==> src/rtl/nasti_mux_n_if.sv <==
// NASTI channel bundle with N_LANE parallel lanes; lane i of every field is packed slot i.
// The master modport drives requests and W data, the slave modport drives ready/responses.
interface nasti_channel #(
  parameter int N_LANE     = 1,
  parameter int ID_WIDTH   = 1,
  parameter int ADDR_WIDTH = 8,
  parameter int DATA_WIDTH = 8,
  parameter int USER_WIDTH = 1
);
  localparam int STRB_WIDTH = (DATA_WIDTH + 7) / 8;

  logic [N_LANE-1:0]                 aw_valid;
  logic [N_LANE-1:0]                 aw_ready;
  logic [N_LANE-1:0][ID_WIDTH-1:0]   aw_id;
  logic [N_LANE-1:0][ADDR_WIDTH-1:0] aw_addr;
  logic [N_LANE-1:0][7:0]            aw_len;
  logic [N_LANE-1:0][2:0]            aw_size;
  logic [N_LANE-1:0][1:0]            aw_burst;
  logic [N_LANE-1:0][2:0]            aw_prot;
  logic [N_LANE-1:0][USER_WIDTH-1:0] aw_user;

  logic [N_LANE-1:0]                 w_valid;
  logic [N_LANE-1:0]                 w_ready;
  logic [N_LANE-1:0][DATA_WIDTH-1:0] w_data;
  logic [N_LANE-1:0][STRB_WIDTH-1:0] w_strb;
  logic [N_LANE-1:0]                 w_last;
  logic [N_LANE-1:0][USER_WIDTH-1:0] w_user;

  logic [N_LANE-1:0]                 b_valid;
  logic [N_LANE-1:0]                 b_ready;
  logic [N_LANE-1:0][ID_WIDTH-1:0]   b_id;
  logic [N_LANE-1:0][1:0]            b_resp;
  logic [N_LANE-1:0][USER_WIDTH-1:0] b_user;

  logic [N_LANE-1:0]                 ar_valid;
  logic [N_LANE-1:0]                 ar_ready;
  logic [N_LANE-1:0][ID_WIDTH-1:0]   ar_id;
  logic [N_LANE-1:0][ADDR_WIDTH-1:0] ar_addr;
  logic [N_LANE-1:0][7:0]            ar_len;
  logic [N_LANE-1:0][2:0]            ar_size;
  logic [N_LANE-1:0][1:0]            ar_burst;
  logic [N_LANE-1:0][2:0]            ar_prot;
  logic [N_LANE-1:0][USER_WIDTH-1:0] ar_user;

  logic [N_LANE-1:0]                 r_valid;
  logic [N_LANE-1:0]                 r_ready;
  logic [N_LANE-1:0][ID_WIDTH-1:0]   r_id;
  logic [N_LANE-1:0][DATA_WIDTH-1:0] r_data;
  logic [N_LANE-1:0][1:0]            r_resp;
  logic [N_LANE-1:0]                 r_last;
  logic [N_LANE-1:0][USER_WIDTH-1:0] r_user;

  modport master (
    output aw_valid, aw_id, aw_addr, aw_len, aw_size, aw_burst, aw_prot, aw_user,
    input  aw_ready,
    output w_valid, w_data, w_strb, w_last, w_user,
    input  w_ready,
    input  b_valid, b_id, b_resp, b_user,
    output b_ready,
    output ar_valid, ar_id, ar_addr, ar_len, ar_size, ar_burst, ar_prot, ar_user,
    input  ar_ready,
    input  r_valid, r_id, r_data, r_resp, r_last, r_user,
    output r_ready
  );

  modport slave (
    input  aw_valid, aw_id, aw_addr, aw_len, aw_size, aw_burst, aw_prot, aw_user,
    output aw_ready,
    input  w_valid, w_data, w_strb, w_last, w_user,
    output w_ready,
    output b_valid, b_id, b_resp, b_user,
    input  b_ready,
    input  ar_valid, ar_id, ar_addr, ar_len, ar_size, ar_burst, ar_prot, ar_user,
    output ar_ready,
    output r_valid, r_id, r_data, r_resp, r_last, r_user,
    input  r_ready
  );
endinterface

==> src/rtl/nasti_mux_n.sv <==
// N-to-1 NASTI mux: AW/AR arbitration, W locked to the AW winner, B/R routed back by ID.
// Define NASTI_MUX_FIXED_PRIO_EN for fixed lowest-port-wins arbitration instead of round robin.
//
// state     | meaning
// AW_IDLE   | AW winner forwarded downstream, W blocked
// AW_LOCKED | AW blocked, W beats pass only from lock_port_q until w_last
module nasti_mux_n #(
  parameter int N_PORT     = 4,
  parameter int W_MAX      = 2,
  parameter int R_MAX      = 2,
  parameter int ID_WIDTH   = 1,
  parameter int ADDR_WIDTH = 8,
  parameter int DATA_WIDTH = 8,
  parameter int USER_WIDTH = 1
) (
  input  logic          clk,
  input  logic          rstn,
  nasti_channel.slave   s,
  nasti_channel.master  m,
  output logic          resp_err
);
  localparam int PW  = $clog2(N_PORT);
  localparam int WIW = (W_MAX > 1) ? $clog2(W_MAX) : 1;
  localparam int RIW = (R_MAX > 1) ? $clog2(R_MAX) : 1;

  typedef enum logic {AW_IDLE, AW_LOCKED} aw_state_t;

  aw_state_t aw_state_q, aw_state_d;
  logic [PW-1:0] lock_port_q, lock_port_d;

  logic [W_MAX-1:0]               wt_vld_q;
  logic [W_MAX-1:0][ID_WIDTH-1:0] wt_id_q;
  logic [W_MAX-1:0][PW-1:0]       wt_port_q;
  logic [R_MAX-1:0]               rt_vld_q;
  logic [R_MAX-1:0][ID_WIDTH-1:0] rt_id_q;
  logic [R_MAX-1:0][PW-1:0]       rt_port_q;

  logic [N_PORT-1:0] aw_elig, ar_elig;
  logic [PW-1:0]     aw_start, ar_start;
  logic [PW:0]       aw_pick, ar_pick;
  logic              aw_hold_q, ar_hold_q;
  logic [PW-1:0]     aw_hold_port_q, ar_hold_port_q;
  logic              aw_req, ar_req, aw_hs, ar_hs, w_hs;
  logic [PW-1:0]     aw_win, ar_win;

  logic [WIW-1:0] wt_alloc, b_idx;
  logic [RIW-1:0] rt_alloc, r_idx;
  logic           b_hit, r_hit, b_hs, r_hs;
  logic [PW-1:0]  b_port, r_port;

  function automatic logic [PW:0] rr_pick(input logic [N_PORT-1:0] req,
                                          input logic [PW-1:0]     start);
    logic          hit;
    logic [PW-1:0] idx;
    int            k;
    hit = 1'b0;
    idx = '0;
    for (int i = 0; i < N_PORT; i++) begin
      k = (int'(start) + i) % N_PORT;
      if (!hit && req[k]) begin
        hit = 1'b1;
        idx = PW'(k);
      end
    end
    return {hit, idx};
  endfunction

  // A request is eligible only with a free slot and no live entry of the same ID from another port
  always_comb begin
    aw_elig = '0;
    ar_elig = '0;
    for (int p = 0; p < N_PORT; p++) begin
      aw_elig[p] = s.aw_valid[p] && !(&wt_vld_q);
      ar_elig[p] = s.ar_valid[p] && !(&rt_vld_q);
      for (int e = 0; e < W_MAX; e++)
        if (wt_vld_q[e] && wt_id_q[e] == s.aw_id[p] && wt_port_q[e] != PW'(p))
          aw_elig[p] = 1'b0;
      for (int e = 0; e < R_MAX; e++)
        if (rt_vld_q[e] && rt_id_q[e] == s.ar_id[p] && rt_port_q[e] != PW'(p))
          ar_elig[p] = 1'b0;
    end
  end

`ifdef NASTI_MUX_FIXED_PRIO_EN
  assign aw_start = '0;
  assign ar_start = '0;
`else
  function automatic logic [PW-1:0] next_port(input logic [PW-1:0] p);
    return (int'(p) == N_PORT - 1) ? '0 : p + 1'b1;
  endfunction

  logic [PW-1:0] aw_ptr_q, ar_ptr_q;

  always_ff @(posedge clk or negedge rstn) begin
    if (!rstn) begin
      aw_ptr_q <= '0;
      ar_ptr_q <= '0;
    end else begin
      if (aw_hs) aw_ptr_q <= next_port(aw_win);
      if (ar_hs) ar_ptr_q <= next_port(ar_win);
    end
  end

  assign aw_start = aw_ptr_q;
  assign ar_start = ar_ptr_q;
`endif

  // A pending grant is held until its handshake so the forwarded payload stays stable
  always_comb begin
    aw_pick = rr_pick(aw_elig, aw_start);
    ar_pick = rr_pick(ar_elig, ar_start);
    if (aw_hold_q) begin
      aw_req = s.aw_valid[aw_hold_port_q];
      aw_win = aw_hold_port_q;
    end else begin
      aw_req = aw_pick[PW];
      aw_win = aw_pick[PW-1:0];
    end
    if (ar_hold_q) begin
      ar_req = s.ar_valid[ar_hold_port_q];
      ar_win = ar_hold_port_q;
    end else begin
      ar_req = ar_pick[PW];
      ar_win = ar_pick[PW-1:0];
    end
  end

  assign aw_hs = rstn && aw_state_q == AW_IDLE && aw_req && m.aw_ready[0];
  assign ar_hs = rstn && ar_req && m.ar_ready[0];
  assign w_hs  = rstn && aw_state_q == AW_LOCKED && s.w_valid[lock_port_q] && m.w_ready[0];

  always_ff @(posedge clk or negedge rstn) begin
    if (!rstn) begin
      aw_state_q     <= AW_IDLE;
      lock_port_q    <= '0;
      aw_hold_q      <= 1'b0;
      aw_hold_port_q <= '0;
      ar_hold_q      <= 1'b0;
      ar_hold_port_q <= '0;
    end else begin
      aw_state_q     <= aw_state_d;
      lock_port_q    <= lock_port_d;
      aw_hold_q      <= aw_state_q == AW_IDLE && aw_req && !m.aw_ready[0];
      aw_hold_port_q <= aw_win;
      ar_hold_q      <= ar_req && !m.ar_ready[0];
      ar_hold_port_q <= ar_win;
    end
  end

  always_comb begin
    aw_state_d  = aw_state_q;
    lock_port_d = lock_port_q;
    m.aw_valid  = '0;
    s.aw_ready  = '0;
    m.w_valid   = '0;
    s.w_ready   = '0;
    case (aw_state_q)
      AW_IDLE: begin
        m.aw_valid[0]      = rstn && aw_req;
        s.aw_ready[aw_win] = rstn && aw_req && m.aw_ready[0];
        if (aw_hs) begin
          aw_state_d  = AW_LOCKED;
          lock_port_d = aw_win;
        end
      end
      AW_LOCKED: begin
        m.w_valid[0]           = rstn && s.w_valid[lock_port_q];
        s.w_ready[lock_port_q] = rstn && m.w_ready[0];
        if (w_hs && s.w_last[lock_port_q])
          aw_state_d = AW_IDLE;
      end
      default: aw_state_d = AW_IDLE;
    endcase
  end

  always_comb begin
    m.ar_valid         = '0;
    s.ar_ready         = '0;
    m.ar_valid[0]      = rstn && ar_req;
    s.ar_ready[ar_win] = rstn && ar_req && m.ar_ready[0];
  end

  assign m.aw_id[0]    = s.aw_id[aw_win];
  assign m.aw_addr[0]  = s.aw_addr[aw_win];
  assign m.aw_len[0]   = s.aw_len[aw_win];
  assign m.aw_size[0]  = s.aw_size[aw_win];
  assign m.aw_burst[0] = s.aw_burst[aw_win];
  assign m.aw_prot[0]  = s.aw_prot[aw_win];
  assign m.aw_user[0]  = s.aw_user[aw_win];
  assign m.w_data[0]   = s.w_data[lock_port_q];
  assign m.w_strb[0]   = s.w_strb[lock_port_q];
  assign m.w_last[0]   = s.w_last[lock_port_q];
  assign m.w_user[0]   = s.w_user[lock_port_q];
  assign m.ar_id[0]    = s.ar_id[ar_win];
  assign m.ar_addr[0]  = s.ar_addr[ar_win];
  assign m.ar_len[0]   = s.ar_len[ar_win];
  assign m.ar_size[0]  = s.ar_size[ar_win];
  assign m.ar_burst[0] = s.ar_burst[ar_win];
  assign m.ar_prot[0]  = s.ar_prot[ar_win];
  assign m.ar_user[0]  = s.ar_user[ar_win];

  // Descending scans leave the lowest qualifying index as the result
  always_comb begin
    wt_alloc = '0;
    b_hit    = 1'b0;
    b_idx    = '0;
    for (int e = W_MAX - 1; e >= 0; e--) begin
      if (!wt_vld_q[e]) wt_alloc = WIW'(e);
      if (wt_vld_q[e] && wt_id_q[e] == m.b_id[0]) begin
        b_hit = 1'b1;
        b_idx = WIW'(e);
      end
    end
    rt_alloc = '0;
    r_hit    = 1'b0;
    r_idx    = '0;
    for (int e = R_MAX - 1; e >= 0; e--) begin
      if (!rt_vld_q[e]) rt_alloc = RIW'(e);
      if (rt_vld_q[e] && rt_id_q[e] == m.r_id[0]) begin
        r_hit = 1'b1;
        r_idx = RIW'(e);
      end
    end
  end

  assign b_port = wt_port_q[b_idx];
  assign r_port = rt_port_q[r_idx];
  assign b_hs   = rstn && m.b_valid[0] && b_hit && s.b_ready[b_port];
  assign r_hs   = rstn && m.r_valid[0] && r_hit && s.r_ready[r_port];

  // Allocation picks from pre-update valid bits; a same-cycle free lands in a different slot
  always_ff @(posedge clk or negedge rstn) begin
    if (!rstn) begin
      wt_vld_q  <= '0;
      wt_id_q   <= '0;
      wt_port_q <= '0;
    end else begin
      if (b_hs) wt_vld_q[b_idx] <= 1'b0;
      if (aw_hs) begin
        wt_vld_q[wt_alloc]  <= 1'b1;
        wt_id_q[wt_alloc]   <= s.aw_id[aw_win];
        wt_port_q[wt_alloc] <= aw_win;
      end
    end
  end

  always_ff @(posedge clk or negedge rstn) begin
    if (!rstn) begin
      rt_vld_q  <= '0;
      rt_id_q   <= '0;
      rt_port_q <= '0;
    end else begin
      if (r_hs && m.r_last[0]) rt_vld_q[r_idx] <= 1'b0;
      if (ar_hs) begin
        rt_vld_q[rt_alloc]  <= 1'b1;
        rt_id_q[rt_alloc]   <= s.ar_id[ar_win];
        rt_port_q[rt_alloc] <= ar_win;
      end
    end
  end

  // Unmatched responses are sunk with ready=1 and never reach an upstream lane
  always_comb begin
    s.b_valid = '0;
    s.r_valid = '0;
    for (int p = 0; p < N_PORT; p++) begin
      s.b_id[p]   = m.b_id[0];
      s.b_resp[p] = m.b_resp[0];
      s.b_user[p] = m.b_user[0];
      s.r_id[p]   = m.r_id[0];
      s.r_data[p] = m.r_data[0];
      s.r_resp[p] = m.r_resp[0];
      s.r_last[p] = m.r_last[0];
      s.r_user[p] = m.r_user[0];
    end
    if (b_hit) s.b_valid[b_port] = rstn && m.b_valid[0];
    if (r_hit) s.r_valid[r_port] = rstn && m.r_valid[0];
    m.b_ready    = '0;
    m.r_ready    = '0;
    m.b_ready[0] = rstn && (b_hit ? s.b_ready[b_port] : 1'b1);
    m.r_ready[0] = rstn && (r_hit ? s.r_ready[r_port] : 1'b1);
  end

  assign resp_err = rstn && ((m.b_valid[0] && !b_hit) || (m.r_valid[0] && !r_hit));

endmodule

==> src/flat_wrapper.sv <==
// flat-port wrapper written by rule: the top's interface ports become plain ports
module nasti_mux_n_flat 
#(
  parameter int N_PORT     = 4,
  parameter int W_MAX      = 2,
  parameter int R_MAX      = 2,
  parameter int ID_WIDTH   = 1,
  parameter int ADDR_WIDTH = 8,
  parameter int DATA_WIDTH = 8,
  parameter int USER_WIDTH = 1
)
  (clk, rstn, resp_err, s_aw_valid, s_aw_id, s_aw_addr, s_aw_len, s_aw_size, s_aw_burst, s_aw_prot, s_aw_user, s_aw_ready, s_w_valid, s_w_data, s_w_strb, s_w_last, s_w_user, s_w_ready, s_b_valid, s_b_id, s_b_resp, s_b_user, s_b_ready, s_ar_valid, s_ar_id, s_ar_addr, s_ar_len, s_ar_size, s_ar_burst, s_ar_prot, s_ar_user, s_ar_ready, s_r_valid, s_r_id, s_r_data, s_r_resp, s_r_last, s_r_user, s_r_ready, m_aw_valid, m_aw_id, m_aw_addr, m_aw_len, m_aw_size, m_aw_burst, m_aw_prot, m_aw_user, m_aw_ready, m_w_valid, m_w_data, m_w_strb, m_w_last, m_w_user, m_w_ready, m_b_valid, m_b_id, m_b_resp, m_b_user, m_b_ready, m_ar_valid, m_ar_id, m_ar_addr, m_ar_len, m_ar_size, m_ar_burst, m_ar_prot, m_ar_user, m_ar_ready, m_r_valid, m_r_id, m_r_data, m_r_resp, m_r_last, m_r_user, m_r_ready);
  nasti_channel #(.N_LANE(N_PORT), .ID_WIDTH(ID_WIDTH), .ADDR_WIDTH(ADDR_WIDTH), .DATA_WIDTH(DATA_WIDTH), .USER_WIDTH(USER_WIDTH)) s_i ();
  nasti_channel #(.N_LANE(1), .ID_WIDTH(ID_WIDTH), .ADDR_WIDTH(ADDR_WIDTH), .DATA_WIDTH(DATA_WIDTH), .USER_WIDTH(USER_WIDTH)) m_i ();
  input  logic clk;
  input  logic rstn;
  output logic resp_err;
  input wire logic [$bits(s_i.aw_valid)-1:0] s_aw_valid;
  input wire logic [$bits(s_i.aw_id)-1:0] s_aw_id;
  input wire logic [$bits(s_i.aw_addr)-1:0] s_aw_addr;
  input wire logic [$bits(s_i.aw_len)-1:0] s_aw_len;
  input wire logic [$bits(s_i.aw_size)-1:0] s_aw_size;
  input wire logic [$bits(s_i.aw_burst)-1:0] s_aw_burst;
  input wire logic [$bits(s_i.aw_prot)-1:0] s_aw_prot;
  input wire logic [$bits(s_i.aw_user)-1:0] s_aw_user;
  output wire logic [$bits(s_i.aw_ready)-1:0] s_aw_ready;
  input wire logic [$bits(s_i.w_valid)-1:0] s_w_valid;
  input wire logic [$bits(s_i.w_data)-1:0] s_w_data;
  input wire logic [$bits(s_i.w_strb)-1:0] s_w_strb;
  input wire logic [$bits(s_i.w_last)-1:0] s_w_last;
  input wire logic [$bits(s_i.w_user)-1:0] s_w_user;
  output wire logic [$bits(s_i.w_ready)-1:0] s_w_ready;
  output wire logic [$bits(s_i.b_valid)-1:0] s_b_valid;
  output wire logic [$bits(s_i.b_id)-1:0] s_b_id;
  output wire logic [$bits(s_i.b_resp)-1:0] s_b_resp;
  output wire logic [$bits(s_i.b_user)-1:0] s_b_user;
  input wire logic [$bits(s_i.b_ready)-1:0] s_b_ready;
  input wire logic [$bits(s_i.ar_valid)-1:0] s_ar_valid;
  input wire logic [$bits(s_i.ar_id)-1:0] s_ar_id;
  input wire logic [$bits(s_i.ar_addr)-1:0] s_ar_addr;
  input wire logic [$bits(s_i.ar_len)-1:0] s_ar_len;
  input wire logic [$bits(s_i.ar_size)-1:0] s_ar_size;
  input wire logic [$bits(s_i.ar_burst)-1:0] s_ar_burst;
  input wire logic [$bits(s_i.ar_prot)-1:0] s_ar_prot;
  input wire logic [$bits(s_i.ar_user)-1:0] s_ar_user;
  output wire logic [$bits(s_i.ar_ready)-1:0] s_ar_ready;
  output wire logic [$bits(s_i.r_valid)-1:0] s_r_valid;
  output wire logic [$bits(s_i.r_id)-1:0] s_r_id;
  output wire logic [$bits(s_i.r_data)-1:0] s_r_data;
  output wire logic [$bits(s_i.r_resp)-1:0] s_r_resp;
  output wire logic [$bits(s_i.r_last)-1:0] s_r_last;
  output wire logic [$bits(s_i.r_user)-1:0] s_r_user;
  input wire logic [$bits(s_i.r_ready)-1:0] s_r_ready;
  output wire logic [$bits(m_i.aw_valid)-1:0] m_aw_valid;
  output wire logic [$bits(m_i.aw_id)-1:0] m_aw_id;
  output wire logic [$bits(m_i.aw_addr)-1:0] m_aw_addr;
  output wire logic [$bits(m_i.aw_len)-1:0] m_aw_len;
  output wire logic [$bits(m_i.aw_size)-1:0] m_aw_size;
  output wire logic [$bits(m_i.aw_burst)-1:0] m_aw_burst;
  output wire logic [$bits(m_i.aw_prot)-1:0] m_aw_prot;
  output wire logic [$bits(m_i.aw_user)-1:0] m_aw_user;
  input wire logic [$bits(m_i.aw_ready)-1:0] m_aw_ready;
  output wire logic [$bits(m_i.w_valid)-1:0] m_w_valid;
  output wire logic [$bits(m_i.w_data)-1:0] m_w_data;
  output wire logic [$bits(m_i.w_strb)-1:0] m_w_strb;
  output wire logic [$bits(m_i.w_last)-1:0] m_w_last;
  output wire logic [$bits(m_i.w_user)-1:0] m_w_user;
  input wire logic [$bits(m_i.w_ready)-1:0] m_w_ready;
  input wire logic [$bits(m_i.b_valid)-1:0] m_b_valid;
  input wire logic [$bits(m_i.b_id)-1:0] m_b_id;
  input wire logic [$bits(m_i.b_resp)-1:0] m_b_resp;
  input wire logic [$bits(m_i.b_user)-1:0] m_b_user;
  output wire logic [$bits(m_i.b_ready)-1:0] m_b_ready;
  output wire logic [$bits(m_i.ar_valid)-1:0] m_ar_valid;
  output wire logic [$bits(m_i.ar_id)-1:0] m_ar_id;
  output wire logic [$bits(m_i.ar_addr)-1:0] m_ar_addr;
  output wire logic [$bits(m_i.ar_len)-1:0] m_ar_len;
  output wire logic [$bits(m_i.ar_size)-1:0] m_ar_size;
  output wire logic [$bits(m_i.ar_burst)-1:0] m_ar_burst;
  output wire logic [$bits(m_i.ar_prot)-1:0] m_ar_prot;
  output wire logic [$bits(m_i.ar_user)-1:0] m_ar_user;
  input wire logic [$bits(m_i.ar_ready)-1:0] m_ar_ready;
  input wire logic [$bits(m_i.r_valid)-1:0] m_r_valid;
  input wire logic [$bits(m_i.r_id)-1:0] m_r_id;
  input wire logic [$bits(m_i.r_data)-1:0] m_r_data;
  input wire logic [$bits(m_i.r_resp)-1:0] m_r_resp;
  input wire logic [$bits(m_i.r_last)-1:0] m_r_last;
  input wire logic [$bits(m_i.r_user)-1:0] m_r_user;
  output wire logic [$bits(m_i.r_ready)-1:0] m_r_ready;
  assign s_i.aw_valid = s_aw_valid;
  assign s_i.aw_id = s_aw_id;
  assign s_i.aw_addr = s_aw_addr;
  assign s_i.aw_len = s_aw_len;
  assign s_i.aw_size = s_aw_size;
  assign s_i.aw_burst = s_aw_burst;
  assign s_i.aw_prot = s_aw_prot;
  assign s_i.aw_user = s_aw_user;
  assign s_aw_ready = s_i.aw_ready;
  assign s_i.w_valid = s_w_valid;
  assign s_i.w_data = s_w_data;
  assign s_i.w_strb = s_w_strb;
  assign s_i.w_last = s_w_last;
  assign s_i.w_user = s_w_user;
  assign s_w_ready = s_i.w_ready;
  assign s_b_valid = s_i.b_valid;
  assign s_b_id = s_i.b_id;
  assign s_b_resp = s_i.b_resp;
  assign s_b_user = s_i.b_user;
  assign s_i.b_ready = s_b_ready;
  assign s_i.ar_valid = s_ar_valid;
  assign s_i.ar_id = s_ar_id;
  assign s_i.ar_addr = s_ar_addr;
  assign s_i.ar_len = s_ar_len;
  assign s_i.ar_size = s_ar_size;
  assign s_i.ar_burst = s_ar_burst;
  assign s_i.ar_prot = s_ar_prot;
  assign s_i.ar_user = s_ar_user;
  assign s_ar_ready = s_i.ar_ready;
  assign s_r_valid = s_i.r_valid;
  assign s_r_id = s_i.r_id;
  assign s_r_data = s_i.r_data;
  assign s_r_resp = s_i.r_resp;
  assign s_r_last = s_i.r_last;
  assign s_r_user = s_i.r_user;
  assign s_i.r_ready = s_r_ready;
  assign m_aw_valid = m_i.aw_valid;
  assign m_aw_id = m_i.aw_id;
  assign m_aw_addr = m_i.aw_addr;
  assign m_aw_len = m_i.aw_len;
  assign m_aw_size = m_i.aw_size;
  assign m_aw_burst = m_i.aw_burst;
  assign m_aw_prot = m_i.aw_prot;
  assign m_aw_user = m_i.aw_user;
  assign m_i.aw_ready = m_aw_ready;
  assign m_w_valid = m_i.w_valid;
  assign m_w_data = m_i.w_data;
  assign m_w_strb = m_i.w_strb;
  assign m_w_last = m_i.w_last;
  assign m_w_user = m_i.w_user;
  assign m_i.w_ready = m_w_ready;
  assign m_i.b_valid = m_b_valid;
  assign m_i.b_id = m_b_id;
  assign m_i.b_resp = m_b_resp;
  assign m_i.b_user = m_b_user;
  assign m_b_ready = m_i.b_ready;
  assign m_ar_valid = m_i.ar_valid;
  assign m_ar_id = m_i.ar_id;
  assign m_ar_addr = m_i.ar_addr;
  assign m_ar_len = m_i.ar_len;
  assign m_ar_size = m_i.ar_size;
  assign m_ar_burst = m_i.ar_burst;
  assign m_ar_prot = m_i.ar_prot;
  assign m_ar_user = m_i.ar_user;
  assign m_i.ar_ready = m_ar_ready;
  assign m_i.r_valid = m_r_valid;
  assign m_i.r_id = m_r_id;
  assign m_i.r_data = m_r_data;
  assign m_i.r_resp = m_r_resp;
  assign m_i.r_last = m_r_last;
  assign m_i.r_user = m_r_user;
  assign m_r_ready = m_i.r_ready;
  nasti_mux_n #(.N_PORT(N_PORT), .W_MAX(W_MAX), .R_MAX(R_MAX), .ID_WIDTH(ID_WIDTH), .ADDR_WIDTH(ADDR_WIDTH), .DATA_WIDTH(DATA_WIDTH), .USER_WIDTH(USER_WIDTH)) u_core (.clk(clk), .rstn(rstn), .s(s_i), .m(m_i), .resp_err(resp_err));
endmodule
==> config.mk <==
export PLATFORM = sky130hd
export DESIGN_NAME = nasti_mux_n_flat
export DESIGN_NICKNAME = d
export VERILOG_FILES = /design/src/rtl/nasti_mux_n_if.sv /design/src/rtl/nasti_mux_n.sv /design/src/flat_wrapper.sv
export SDC_FILE = /design/constraint.sdc
export NUM_CORES = 1
export LEC_CHECK = 0
export BUFFER_PORTS_ARGS = -buffer_cell sky130_fd_sc_hd__buf_2
export CAP_MARGIN = 20
export CORE_AREA = 10 10 168 170
export CTS_CLUSTER_SIZE = 28
export DETAILED_ROUTE_END_ITERATION = 7
export DIE_AREA = 0 0 178 180
export GPL_TIMING_DRIVEN = 1
export SYNTH_ARGS = -nofsm -noshare
export SYNTH_HDL_FRONTEND = slang
export SYNTH_SLANG_ARGS = --single-unit
==> constraint.sdc <==
create_clock -name clk -period 2.75 [get_ports clk]
set_input_delay 0 -clock clk [delete_from_list [all_inputs] [get_ports clk]]
set_output_delay 0 -clock clk [all_outputs]
set_load 0.02 [all_outputs]
**Yosys cells after proc, flatten, opt, wreduce, memory -nomap -nowiden**

Cells that the tools add are included.

- Bitwise logic cells: 18
- Add/subtract/negate cells: 8
- Shifts and indexed selects: 0
- Reduce and logical (&&, ||, !) cells: 113
- Equal/unequal tests: 34
- Order comparisons: 28
- Multipliers: 0
- Divide/modulo/power cells: 0
- Multiplexer cells: 161

Operators with widths:

| cell | count |
|---|---|
| 1-bit logical AND | 87 |
| 8-bit binary-select mux with 2-bit select | 5 |
| 1-bit 2-to-1 mux | 77 |
| 2-bit 2-to-1 mux | 24 |
| 1-bit binary-select mux with 2-bit select | 20 |
| 8-bit 2-to-1 mux | 5 |
| 2-bit by 3-bit less-than comparator with 1-bit output (second input constant) | 9 |
| 3-bit binary-select mux with 2-bit select | 4 |
| 3-bit by 4-bit less-than comparator with 1-bit output (second input constant) | 6 |
| 4-bit bitwise AND | 5 |
| 1-bit equality test | 20 |
| 4-bit 2-to-1 mux | 4 |
| 2-bit != test (second input constant) | 8 |
| 1-bit logical NOT | 12 |
| 3-bit 2-to-1 mux | 4 |
| 2-bit OR reduction | 6 |
| 1-bit demux with 2-bit select | 5 |
| 2-bit by 1-bit greater-or-equal comparator with 1-bit output (second input constant) | 5 |
| 2-bit by 1-bit adder with 2-bit output (second input constant) | 4 |
| 2-bit adder (second input constant) | 4 |
| 2-bit binary-select mux with 2-bit select | 2 |
| 4-bit bitwise mux | 2 |
| 1-bit by 2-bit less-than comparator with 1-bit output (second input constant) | 4 |
| 2-bit by 1-bit != test with 1-bit output (second input constant) | 4 |
| 14 further kinds | 36 |

- Bits in writable memories: 0
- Memories kept: 0
- Bits in latches: 0
- Input bits: 296
- Bits in registers: 29
- Bits in read-only memories: 0
- Logic and storage cells: 380

**Depth between registers and ports, before layout**

Gate-level depths: netlist of run 1.

- Depth in word-level cells: 24
- Gate-level depth with buffers: 12
- Depth with buffers taken out: 10

**Worst setup path before layout of run 1**

OpenSTA, ideal clock, no wires.

- Path kind: reg-to-reg
- Start: register u_core.wt_id_q[0] (netlist bit)
- End: register u_core.aw_ptr_q[0]
- Period minus slack after synthesis: 2574 ps
- Arrival time: 2450 ps
- Stages on the path, launching flop included: 13
- Path buffers: 3
- Slack: 176 ps
- Data required time: 2625 ps
- Path through: dfrtp_1 -> buf_4 -> xor2_1 -> o31a_1 -> nand2_2 -> o221ai_2 -> a311oi_1 -> or2_1 -> buf_6 -> buf_6 -> ha_1 -> nor2_1 -> mux2_2

- Longest elaborated chain between the ends: 20

RTL lines:

| what | RTL line | text |
|---|---|---|
| start, declared | nasti_mux_n.sv:32 | `logic [W_MAX-1:0][ID_WIDTH-1:0] wt_id_q;` |
| start signal, assigned by index | nasti_mux_n.sv:241 | `wt_id_q[wt_alloc] <= s.aw_id[aw_win];` |
| 1-bit equality test | nasti_mux_n.sv:76 | `if (wt_vld_q[e] && wt_id_q[e] == s.aw_id[p] && wt_port_q[e] != PW'(p))` |
| 1-bit logical AND (2 in a row) | nasti_mux_n.sv:76 |  |
| 1-bit 2-to-1 mux (2 in a row) | nasti_mux_n.sv:76 |  |
| 1-bit binary-select mux with 2-bit select | nasti_mux_n.sv:60 | `if (!hit && req[k]) begin` |
| 1-bit 2-to-1 mux (implied by the code) | nasti_mux_n.sv:60 |  |
| 1-bit 2-to-1 mux | nasti_mux_n.sv:60 |  |
| 1-bit logical NOT | nasti_mux_n.sv:60 |  |
| 1-bit logical AND | nasti_mux_n.sv:60 |  |
| [... 3 more ...] | n/a |  |
| 1-bit 2-to-1 mux | nasti_mux_n.sv:60 |  |
| 1-bit logical NOT | nasti_mux_n.sv:60 |  |
| 1-bit logical AND | nasti_mux_n.sv:60 |  |
| 2-bit 2-to-1 mux * | nasti_mux_n.sv:60 |  |
| 2-bit 2-to-1 mux * | nasti_mux_n.sv:112 | `if (aw_hold_q) begin` |
| via u_core.aw_win[0] | nasti_mux_n.sv:44 | `logic [PW-1:0] aw_win, ar_win;` |
| 2-bit by 1-bit adder with 2-bit output / 2-bit by 1-bit equality test with 1-bit output (equally long branches) | nasti_mux_n.sv:89 | `return (int'(p) == N_PORT - 1) ? '0 : p + 1'b1;` |
| 2-bit 2-to-1 mux * | nasti_mux_n.sv:89 |  |
| end signal, assigned | nasti_mux_n.sv:99 | `if (aw_hs) aw_ptr_q <= next_port(aw_win);` |
| end, declared | nasti_mux_n.sv:92 | `logic [PW-1:0] aw_ptr_q, ar_ptr_q;` |

The timed path passes the listed nets; every way through them passes the cells marked *. The select of a mux whose other input is x is not followed.
A chain may end at the register's enable or synchronous reset.

**Worst setup path in the final report of run 1**

- Start: register u_core.wt_id_q[1] (netlist bit)
- End: output port m_aw_addr[2]

- Longest elaborated chain between the ends: 19

RTL lines:

| what | RTL line | text |
|---|---|---|
| 1-bit equality test | nasti_mux_n.sv:76 |  |
| 1-bit logical AND (2 in a row) | nasti_mux_n.sv:76 |  |
| 1-bit 2-to-1 mux | nasti_mux_n.sv:76 |  |
| 1-bit binary-select mux with 2-bit select | nasti_mux_n.sv:60 |  |
| 1-bit 2-to-1 mux (implied by the code) | nasti_mux_n.sv:60 |  |
| 1-bit 2-to-1 mux | nasti_mux_n.sv:60 |  |
| 1-bit logical NOT | nasti_mux_n.sv:60 |  |
| 1-bit logical AND | nasti_mux_n.sv:60 |  |
| [... 2 more ...] | n/a |  |
| 1-bit logical AND | nasti_mux_n.sv:60 |  |
| 1-bit 2-to-1 mux | nasti_mux_n.sv:60 |  |
| 1-bit logical NOT | nasti_mux_n.sv:60 |  |
| 1-bit logical AND | nasti_mux_n.sv:60 |  |
| 2-bit 2-to-1 mux * | nasti_mux_n.sv:60 |  |
| 2-bit 2-to-1 mux * | nasti_mux_n.sv:112 |  |
| 8-bit binary-select mux with 2-bit select * | nasti_mux_n.sv:184 | `assign m.aw_addr[0] = s.aw_addr[aw_win];` |
| 8-bit 2-to-1 mux (implied by the code) * | nasti_mux_n.sv:184 |  |
| end, declared | flat_wrapper.sv:56 | `output wire logic [$bits(m_i.aw_addr)-1:0] m_aw_addr;` |

Every way passes the cells marked *; elsewhere a longest branch is shown, timed or not. The select of a mux whose other input is x is not followed.

==> results of run 1 <==
-- per-layer routing --
| layer | vias to the layer above | global-route usage [%] | routed length (um) |
|---|---|---|---|
| met3 | 23 | 3.04 | 1850 |
| li1 | 2705 | - | - |
| met2 | 244 | 23.3 | 12200 |
| met1 | 2743 | 16.7 | 9830 |
| met5 | - | 0 | 0 |
| met4 | 0 | 2.67 | 301 |
-- through the flow --
stage | hold slack, ps | TNS, ps | cells | power [mW] | worst slack (ps)
2_1_floorplan | -296 | 0 | 550 | 6.98 | 176
3_3_place_gp | -133 | -26.8 | 1202 | 9.23 | -26.8
3_5_place_dp | -126 | 0 | 1202 | 9.32 | 12.1
4_1_cts | 0.360 | -1330 | 1234 | 11.3 | -91.2
5_1_grt | 0.0710 | -7880 | 1266 | 13.4 | -219
6_report | 0.0152 | -1560 | 1266 | 12.6 | -103
-- what timing repair did --
action                                  4_1_cts  5_1_grt
hold buffers                                  4        0
endpoints found under the hold margin        16        0
buffers inserted                             14       31
pin swaps                                     6       27
endpoints found under the setup margin       60       64
resized for setup                            56      108
cloned                                        6        2
-- final cells by class --
cell class                 instances  share of cell area (%)
clock buffer                       7                    1.73
tap                              330                    5.00
sequential                        29                    8.97
multi-input combinational        405                    46.7
inverter                          18                   0.969
clock inverter                     1                   0.364
timing repair buffer             476                    36.3
-- placed cells by master, fill, tap and decap left out, types with 5 or more instances in the layout --
| cell | n |
|---|---|
| sky130_fd_sc_hd__buf_6 | 22 |
| sky130_fd_sc_hd__xnor2_1 | 12 |
| sky130_fd_sc_hd__o21ai_0 | 6 |
| sky130_fd_sc_hd__buf_4 | 101 |
| sky130_fd_sc_hd__mux4_2 | 15 |
| sky130_fd_sc_hd__buf_2 | 338 |
| sky130_fd_sc_hd__mux2_2 | 5 |
| sky130_fd_sc_hd__nand3_1 | 6 |
| sky130_fd_sc_hd__nand2_1 | 29 |
| sky130_fd_sc_hd__a21oi_1 | 12 |
| sky130_fd_sc_hd__dfrtp_2 | 12 |
| sky130_fd_sc_hd__and3_1 | 6 |
| sky130_fd_sc_hd__and2_1 | 5 |
| sky130_fd_sc_hd__and2_4 | 5 |
| sky130_fd_sc_hd__xor2_1 | 5 |
| sky130_fd_sc_hd__dfrtp_1 | 17 |
| sky130_fd_sc_hd__buf_12 | 5 |
| sky130_fd_sc_hd__clkbuf_16 | 7 |
| sky130_fd_sc_hd__mux2i_2 | 15 |
| sky130_fd_sc_hd__ha_1 | 5 |
| sky130_fd_sc_hd__nor2_1 | 28 |
| sky130_fd_sc_hd__inv_1 | 13 |
| sky130_fd_sc_hd__nand2b_1 | 7 |
| sky130_fd_sc_hd__mux2i_1 | 142 |
-- Yosys cell counts (4+ instances only) --
master                     count  share of area [%]
sky130_fd_sc_hd__and3_1       10                1.3
sky130_fd_sc_hd__o21ai_0       8               0.80
sky130_fd_sc_hd__nand2b_1      8                1.0
sky130_fd_sc_hd__inv_1        14                1.1
sky130_fd_sc_hd__a21oi_1      14                1.4
sky130_fd_sc_hd__ha_1          8                2.0
sky130_fd_sc_hd__clkbuf_1      5               0.38
sky130_fd_sc_hd__nand2_1      32                2.4
sky130_fd_sc_hd__dfrtp_1      29                 15
sky130_fd_sc_hd__mux2i_1     160                 32
sky130_fd_sc_hd__o221ai_1      5               0.88
sky130_fd_sc_hd__xor2_1        6                1.1
sky130_fd_sc_hd__buf_2         9               0.90
sky130_fd_sc_hd__and2_1        8                1.0
sky130_fd_sc_hd__nand3_1       7               0.70
sky130_fd_sc_hd__xnor2_1      14                2.5
sky130_fd_sc_hd__or2_1         5               0.63
sky130_fd_sc_hd__inv_2         4               0.30
sky130_fd_sc_hd__o21ai_1       5               0.50
sky130_fd_sc_hd__mux2_2        6                1.4
sky130_fd_sc_hd__mux4_2       15                6.8
sky130_fd_sc_hd__nor2_1       29                2.2
sky130_fd_sc_hd__buf_6        12                2.7
sky130_fd_sc_hd__a22oi_1       4               0.60
sky130_fd_sc_hd__o211ai_1      4               0.60
sky130_fd_sc_hd__a31oi_1       4               0.50
sky130_fd_sc_hd__buf_4        72                 11
-- cells by family after synthesis --
family                   share of synthesized area (%)
buffers and inverters                             16.3
AND/OR/NAND/NOR                                   11.8
AO/OA/AOI/OAI                                     11.1
adder cells (fa/ha/maj)                           2.00
XOR/XNOR                                          3.50
multiplexers                                      40.8
flip-flops                                        14.5
-- power by group --
| group | internal [mW] | switching, mW |
|---|---|---|
| logic | 5.46 | 5.43 |
| clock network | 0.452 | 0.200 |
| registers | 0.645 | 0.430 |
-- worst reg2reg max path, delay by kind of cell, from the launching register on --
kind	cells	cell delay (ps)
and+or+nand+nor	2	470
AOI/OAI and AO/OA	4	1050
muxes	1	290
buffers and inverters	1	160
xor gates and xnor gates	1	170
DFF	1	470
-- flip-flops by register name (all words and copies together), names as in the netlist --
name	cells
u_core.ar_ptr_q	2
u_core.rt_vld_q	2
u_core.aw_ptr_q	2
u_core.lock_port_q	2
u_core.aw_hold_port_q	2
u_core.rt_port_q	4
u_core.aw_state_q	1
u_core.ar_hold_q	1
u_core.wt_vld_q	2
u_core.rt_id_q	2
u_core.wt_port_q	4
u_core.wt_id_q	2
u_core.ar_hold_port_q	2
u_core.aw_hold_q	1
-- how the worst max path moves through the flow --
stage,endpoint,slack (ps),cells past startpoint
2_1_floorplan,u_core.aw_ptr_q[0],180,12
3_3_place_gp,m_aw_prot[0],-30,10
3_5_place_dp,m_aw_addr[2],10,10
4_1_cts,m_aw_burst[0],-90,11
5_1_grt,m_aw_len[5],-220,11
6_report,m_aw_addr[2],-100,10
==> key figures, run 1 <==
Routing
  • Routed wire length: 24,200 um
  • Remaining antenna violation count after routing: 0
  • Initial DRT Pass Iterations: 4
  • Vias post-DR: ~5,700
  • Via count normalized by instance count: 4.51
  • Iteration-0 DRC count of the detailed router: 279
  • Routed len/inst: 19.1 um
  • DRC violation count after routing: 0

Synthesis
  • FF+latch count, synth: 29
  • Synthesized netlist cell count: 550
  • Fraction of synthesis flops using an asynchronous set or reset pin: 100%
  • Part of the Yosys area used for sequential elements: 14.5%
  • Number of flops mapped to enable cells by yosys: 0
  • Netlist area before placement: 5000 um2
  • Post-synth net total: around 850
  • Mean area per synthesized cell: roughly 9.1 um2
  • Synthesis Warnings: 0
  • Number of distinct standard cells referenced by the synthesized netlist: 60
  • Flip-flop cell with the highest count after synthesis: sky130_fd_sc_hd__dfrtp_1

Critical path
  • Family of cells with the greatest summed delay on the critical path: simple AND/OR/NAND/NOR gates
  • Worst Setup SP: u_core.wt_id_q[1]
  • Worst setup path class: register to output pin
  • Most prevalent standard cell on the critical path: sky130_fd_sc_hd__buf_4
  • Crit path DAT: 2850 ps
  • Critical Path End Type: output pin
  • Launch point of the worst reg-to-reg path: u_core.wt_id_q[1]
  • Critical path, cell by cell: xor2_1, a221o_1, nand4_1, or2_1, a311oi_4, or2_4, buf_4, mux2i_2, mux2i_1, buf_4
  • Crit path buf inv count: 2
  • Maximum fanout along the worst path: 7
  • Register-to-Register Setup Slack: 10 ps
  • Depth of the most critical reg-to-reg path: 9
  • Endpoint of the worst-slack reg-to-reg timing path: u_core.wt_id_q[0]
  • Max incr delay on CP: 470 ps
  • Required time worst endpoint: 2750 ps
  • Slowest cell on the critical path: sky130_fd_sc_hd__dfrtp_2
  • Startpoint kind of the worst setup timing path: register

Clock tree
  • CTS tree: yes
  • Number of buffers created by CTS: 5
  • H-tree levels: 2
  • Clock edge transition at the registers on the reported setup and hold paths: 50 ps
  • Clock net sink count: 29
  • Clock insertion delay at the later pin of the skew report: around 280 ps
  • Number of buffers on the longest clock path: 2
  • Root Buffer Master: sky130_fd_sc_hd__clkbuf_16

Global route
  • Maximum number of pins on one net before global-route repair: 21
  • Vias in the first global route: 5,941
  • Leftover overflow at the end of global routing: 0
  • Number of antenna violations at the first check in global routing: 0
  • Wire length of the first global-routing pass: 34,800 um
  • Tot GR Track Use: 13.5%

Floorplan
  • Vertical die dimension: 180 um
  • Die outline area: 32,000 um2
  • I/O Pins: about 450
  • Cell row count: 58
  • Core area: 24,900 um2
  • Effective utilization at floorplan: 20.1%
  • Horizontal extent of the die: between 150 and 200 um

Power and ir drop
  • Power per standard cell area: 1530 nW/um2
  • Peak ir drop on the vdd network: 0.923 mV
  • Leakage component of the power: 4.37 nW

Layout
  • Diodes inserted: 0
  • Area Overhead vs Synth: 65.1%
  • Number of filler cells placed in the layout: 2,562
  • Register area: approximately 740 um2
  • Post-layout instance area: 8260 um2
  • Footprint of the multi-input gates: 3860 um2
  • Layout Utilization: around a third
  • Proportion of layout cells with a drive suffix above 1: 62.3%
  • Number of nets in the finished design: between 1,000 and 1,500

Timing
  • Count of final max-slew check failures: 0
  • Fin worst setup slack: -103 ps
  • Final worst clock skew: between 1.5 and 2 ps
  • Final cycle utilization of the critical path: 104%
  • Hold violation count in the final report: 0
  • Transition at the pin with the smallest max-transition slack: 659 ps
  • Setup repair after global routing missed its margin: true
  • Peak Freq: 351 MHz
  • Final setup viols: 36
  • Crit path time final: 2850 ps
  • Relative max-transition margin: 56.0%

Placed design
  • IO Port Bufs: about 380
  • DP HPWL: between 15,000 and 20,000 um
  • Cell Area, Placed: between 6000 and 7000 um2
  • Final weighted congestion in routability-driven placement: 0.973

Min path
  • End of the worst hold path: s_r_data[1]
  • Launch point of the worst hold path: m_r_data[1]
  • Class of the tightest hold or removal check: input pin to output pin
  • Hold Crit Depth: 0

Status
  • Status: finished with violations
  • Violations in the final reports: negative setup slack

Flow run
  • Max capacitance violation total: 0
Note: power is estimated with default switching activity, not from simulation.
==> run 2, diff against run 1 <==
clock period = 2.36 ns   (was 2.75 ns; I/O delays follow)
==> run 2 against run 1 <==
Compared with the run above: flip-flop and latch count did not move; critical path depth grew 1; the flow still finishes with violations (negative setup slack); clock skew increased by 3.3 ps; total power rose by 65%; design area rose by 28%; critical path type unchanged.
==> key figures, run 2 (synthesis gave the netlist of run 1 again) <==
Placed design
  • IO Port Bufs: 382 (unchanged)
  • Cell Area, Placed: 7910 um2 (+14%)
  • Worst setup slack after placement: -352 ps (-364 ps)
  • Final weighted congestion in routability-driven placement: 0.936 (-3.8%)
  • DP HPWL: 20,800 um (+7.9%)
  • Cell total after placement: 1,253 (+4.2%)

Timing
  • Final worst clock skew: 4.86 ps (+3.25 ps)
  • Transition at the pin with the smallest max-transition slack: 674 ps (+14.6 ps)
  • Fin worst setup slack: -550 ps (-447 ps)
  • Setup repair after global routing missed its margin: true
  • Count of final max-slew check failures: 0 (unchanged)
  • Hold violation count in the final report: 0 (unchanged)
  • Final setup viols: 82 (+130%)
  • Peak Freq: 344 MHz
  • Relative max-transition margin: 55.1% (-0.98 points)
  • Crit path time final: 2910 ps
  • Final cycle utilization of the critical path: 123%

Min path
  • Class of the tightest hold or removal check: input pin to output pin

Floorplan
  • Die outline area: 32,000 um2 (unchanged)
  • I/O Pins: 453 (unchanged)
  • Cell row count: 58 (unchanged)
  • Effective utilization at floorplan: 20.1% (unchanged)
  • Core area: 24,900 um2 (unchanged)
  • Vertical die dimension: 180 um (unchanged)
  • Horizontal extent of the die: 178 um (unchanged)

Routing
  • Sum of routed wire segments on met1: 9360 um (-4.8%)
  • Iteration-0 DRC count of the detailed router: 211 (-24%)
  • Routed wire length: 27,700 um (+14%)
  • Met3 Wirelength: 2740 um (+48%)
  • Initial DRT Pass Iterations: 4 (unchanged)
  • WL met2: 15,000 um (+22%)
  • DRC violation count after routing: 0 (unchanged)
  • DR top layer: met5
  • Vias post-DR: 6,112 (+6.9%)
  • Routed len/inst: 20.7 um (+8.3%)
  • Via count normalized by instance count: 4.57 (+1.2%)
  • Remaining antenna violation count after routing: 0 (unchanged)

Global route
  • Wire length of the first global-routing pass: 37,800 um (+8.7%)
  • Tot GR Track Use: 14.8% (+1.3 points)
  • Maximum number of pins on one net before global-route repair: 26 (+24%)
  • Vias in the first global route: 6,750 (+14%)
  • Leftover overflow at the end of global routing: 0 (unchanged)
  • Number of antenna violations at the first check in global routing: 6 (+6)

Clock tree
  • Clock net sink count: 29 (unchanged)
  • Clock edge transition at the registers on the reported setup and hold paths: 50 ps (about the same)
  • Number of buffers on the longest clock path: 2 (unchanged)
  • Clock insertion delay at the later pin of the skew report: 280 ps (about the same)
  • H-tree levels: 2 (unchanged)
  • Number of buffers created by CTS: 5 (unchanged)
  • Root Buffer Master: sky130_fd_sc_hd__clkbuf_16
  • CTS tree: yes

Layout
  • Footprint of the multi-input gates: 5130 um2 (+33%)
  • Final Non-Filler Cells: 1,338 (+5.7%)
  • Area Overhead vs Synth: 112%
  • Most frequent cells in the layout: sky130_fd_sc_hd__buf_2, sky130_fd_sc_hd__buf_4, sky130_fd_sc_hd__buf_6, sky130_fd_sc_hd__mux2i_4, sky130_fd_sc_hd__mux2i_1
  • Proportion of layout cells with a drive suffix above 1: 78.8% (+17 points)
  • Number of nets in the finished design: 1,309 (+5.6%)
  • Post-layout instance area: 10,600 um2 (+28%)
  • Register area: 737 um2 (-0.51%)
  • Largest registers: u_core.rt_port_q x4, u_core.wt_port_q x4
  • Number of filler cells placed in the layout: 2,302 (-10%)
  • Most frequent standard cell in the layout excluding fill and tap cells: sky130_fd_sc_hd__buf_2

Critical path
  • Family of cells with the greatest summed delay on the critical path: compound AO/OA/AOI/OAI gates
  • Critical path, cell by cell: xor2_1, a221o_1, and2_4, o221ai_2, a311oi_2, buf_4, or2_4, clkbuf_16, mux2i_2, mux2i_2, buf_4
  • Startpoint kind of the worst setup timing path: register
  • Register-to-Register Setup Slack: -500 ps (-510 ps)
  • Crit path buf inv count: 3 (+1)
  • Maximum fanout along the worst path: 6 (-1)
  • Worst setup path class: register to output pin
  • Required time worst endpoint: 2360 ps (-390 ps)
  • Critical Path End Type: output pin
  • Crit path DAT: 2910 ps (+60 ps)
  • Slowest cell on the critical path: sky130_fd_sc_hd__dfrtp_2
  • Max incr delay on CP: 460 ps (about the same)

Power and ir drop
  • Sw Ratio: 43.7% (-4.4 points)
  • Internal Power: 11.7 mW (+79%)
  • Power per standard cell area: 1960 nW/um2 (+28%)
  • Leakage component of the power: 4.85 nW (+11%)
  • Portion of total power attributed to sequential cells: 5.9% (-2.6 points)
  • Net Sw Power: 9.08 mW (+50%)
  • Peak ir drop on the vdd network: 1.39 mV (+51%)
  • Clk pwr share: 3.7% (-1.5 points)
  • Part of the total power dissipated in combinational logic: 90.5% (+4.2 points)

Status
  • Status: finished with violations
  • Violations in the final reports: negative setup slack

Flow run
  • Max capacitance violation total: 0 (unchanged)
[run 2: cell types whose count changed in the layout (fill, tap and decap cells not counted), sizes merged]
cell / change
buf: +67
clkbuf: +5
clkinv: +1
diode: +2
dlygate4sd3: -1
inv: -1
nand2: -1
[run 2: final timing paths]
check / endpoint / cells past startpoint / from
max: m_aw_size[0] / 11 / u_core.wt_id_q[1]
min: s_r_data[17] / 0 / m_r_data[1]
max reg2reg: u_core.wt_id_q[0] / 10 / u_core.wt_id_q[1]
min reg2reg: u_core.aw_state_q / 1 / u_core.aw_state_q
max in group asynchronous: u_core.wt_id_q[0] / 3 / rstn
min in group asynchronous: u_core.ar_ptr_q[0] / 3 / rstn
[run 2: area by class of cell]
class | count | share of cell area [%]
tap | 330 | 3.89
clock buffer | 7 | 1.34
inverter | 18 | 0.897
timing repair buffer | 547 | 38.2
multi-input combinational | 404 | 48.4
antenna | 2 | 0.0472
clock inverter | 1 | 0.283
sequential | 29 | 6.95
[run 2: worst reg2reg max path, delay by kind of cell, from the launching register on]
kind,cells,cell delay (ps)
AO/OA/AOI/OAI,4,1020
flip-flops,1,460
AND/OR/NAND/NOR,2,460
buffers and inverters,2,300
multiplexers,1,290
XOR/XNOR,1,190
[run 2: routing by layer]
layer,track usage (%),vias up
met1,14.3,2870
met2,28.1,354
met4,3.34,2
met3,6.24,32
li1,-,2854
met5,0,-
[run 2: power groups by stage]
| stage | clock, mW | sequential (mW) | combinational, mW |
|---|---|---|---|
| after floorplan | 0 | 0.892 | 9.10 |
| after global placement | 0 | 1.15 | 12.3 |
| after detailed placement | 0 | 1.16 | 12.4 |
| after CTS | 0.775 | 1.17 | 15.5 |
| after global routing | 0.808 | 1.27 | 19.8 |
| final | 0.760 | 1.22 | 18.8 |
[run 2: metrics by stage]
stage          setup TNS, ps  total power [mW]  util, %  hold WS [ps]
3_5_place_dp          -14240              13.6     31.8         0.330
3_3_place_gp          -11010              13.5     31.8         0.330
4_1_cts               -23360              17.4     37.6         0.330
5_1_grt               -40320              21.8     42.6         0.293
6_report              -31770              20.8     42.6        0.0840
2_1_floorplan           -508              10.0        -          -296
[run 2: repair_timing]
| action | CTS | global route |
|---|---|---|
| setup endpoints to repair | 83 | 87 |
| gates cloned | 6 | 10 |
| endpoints found under the hold margin | 31 | 0 |
| pin swaps | 22 | 41 |
| hold buffers | 3 | 0 |
| setup buffers | 30 | 34 |
| resized for setup | 202 | 188 |
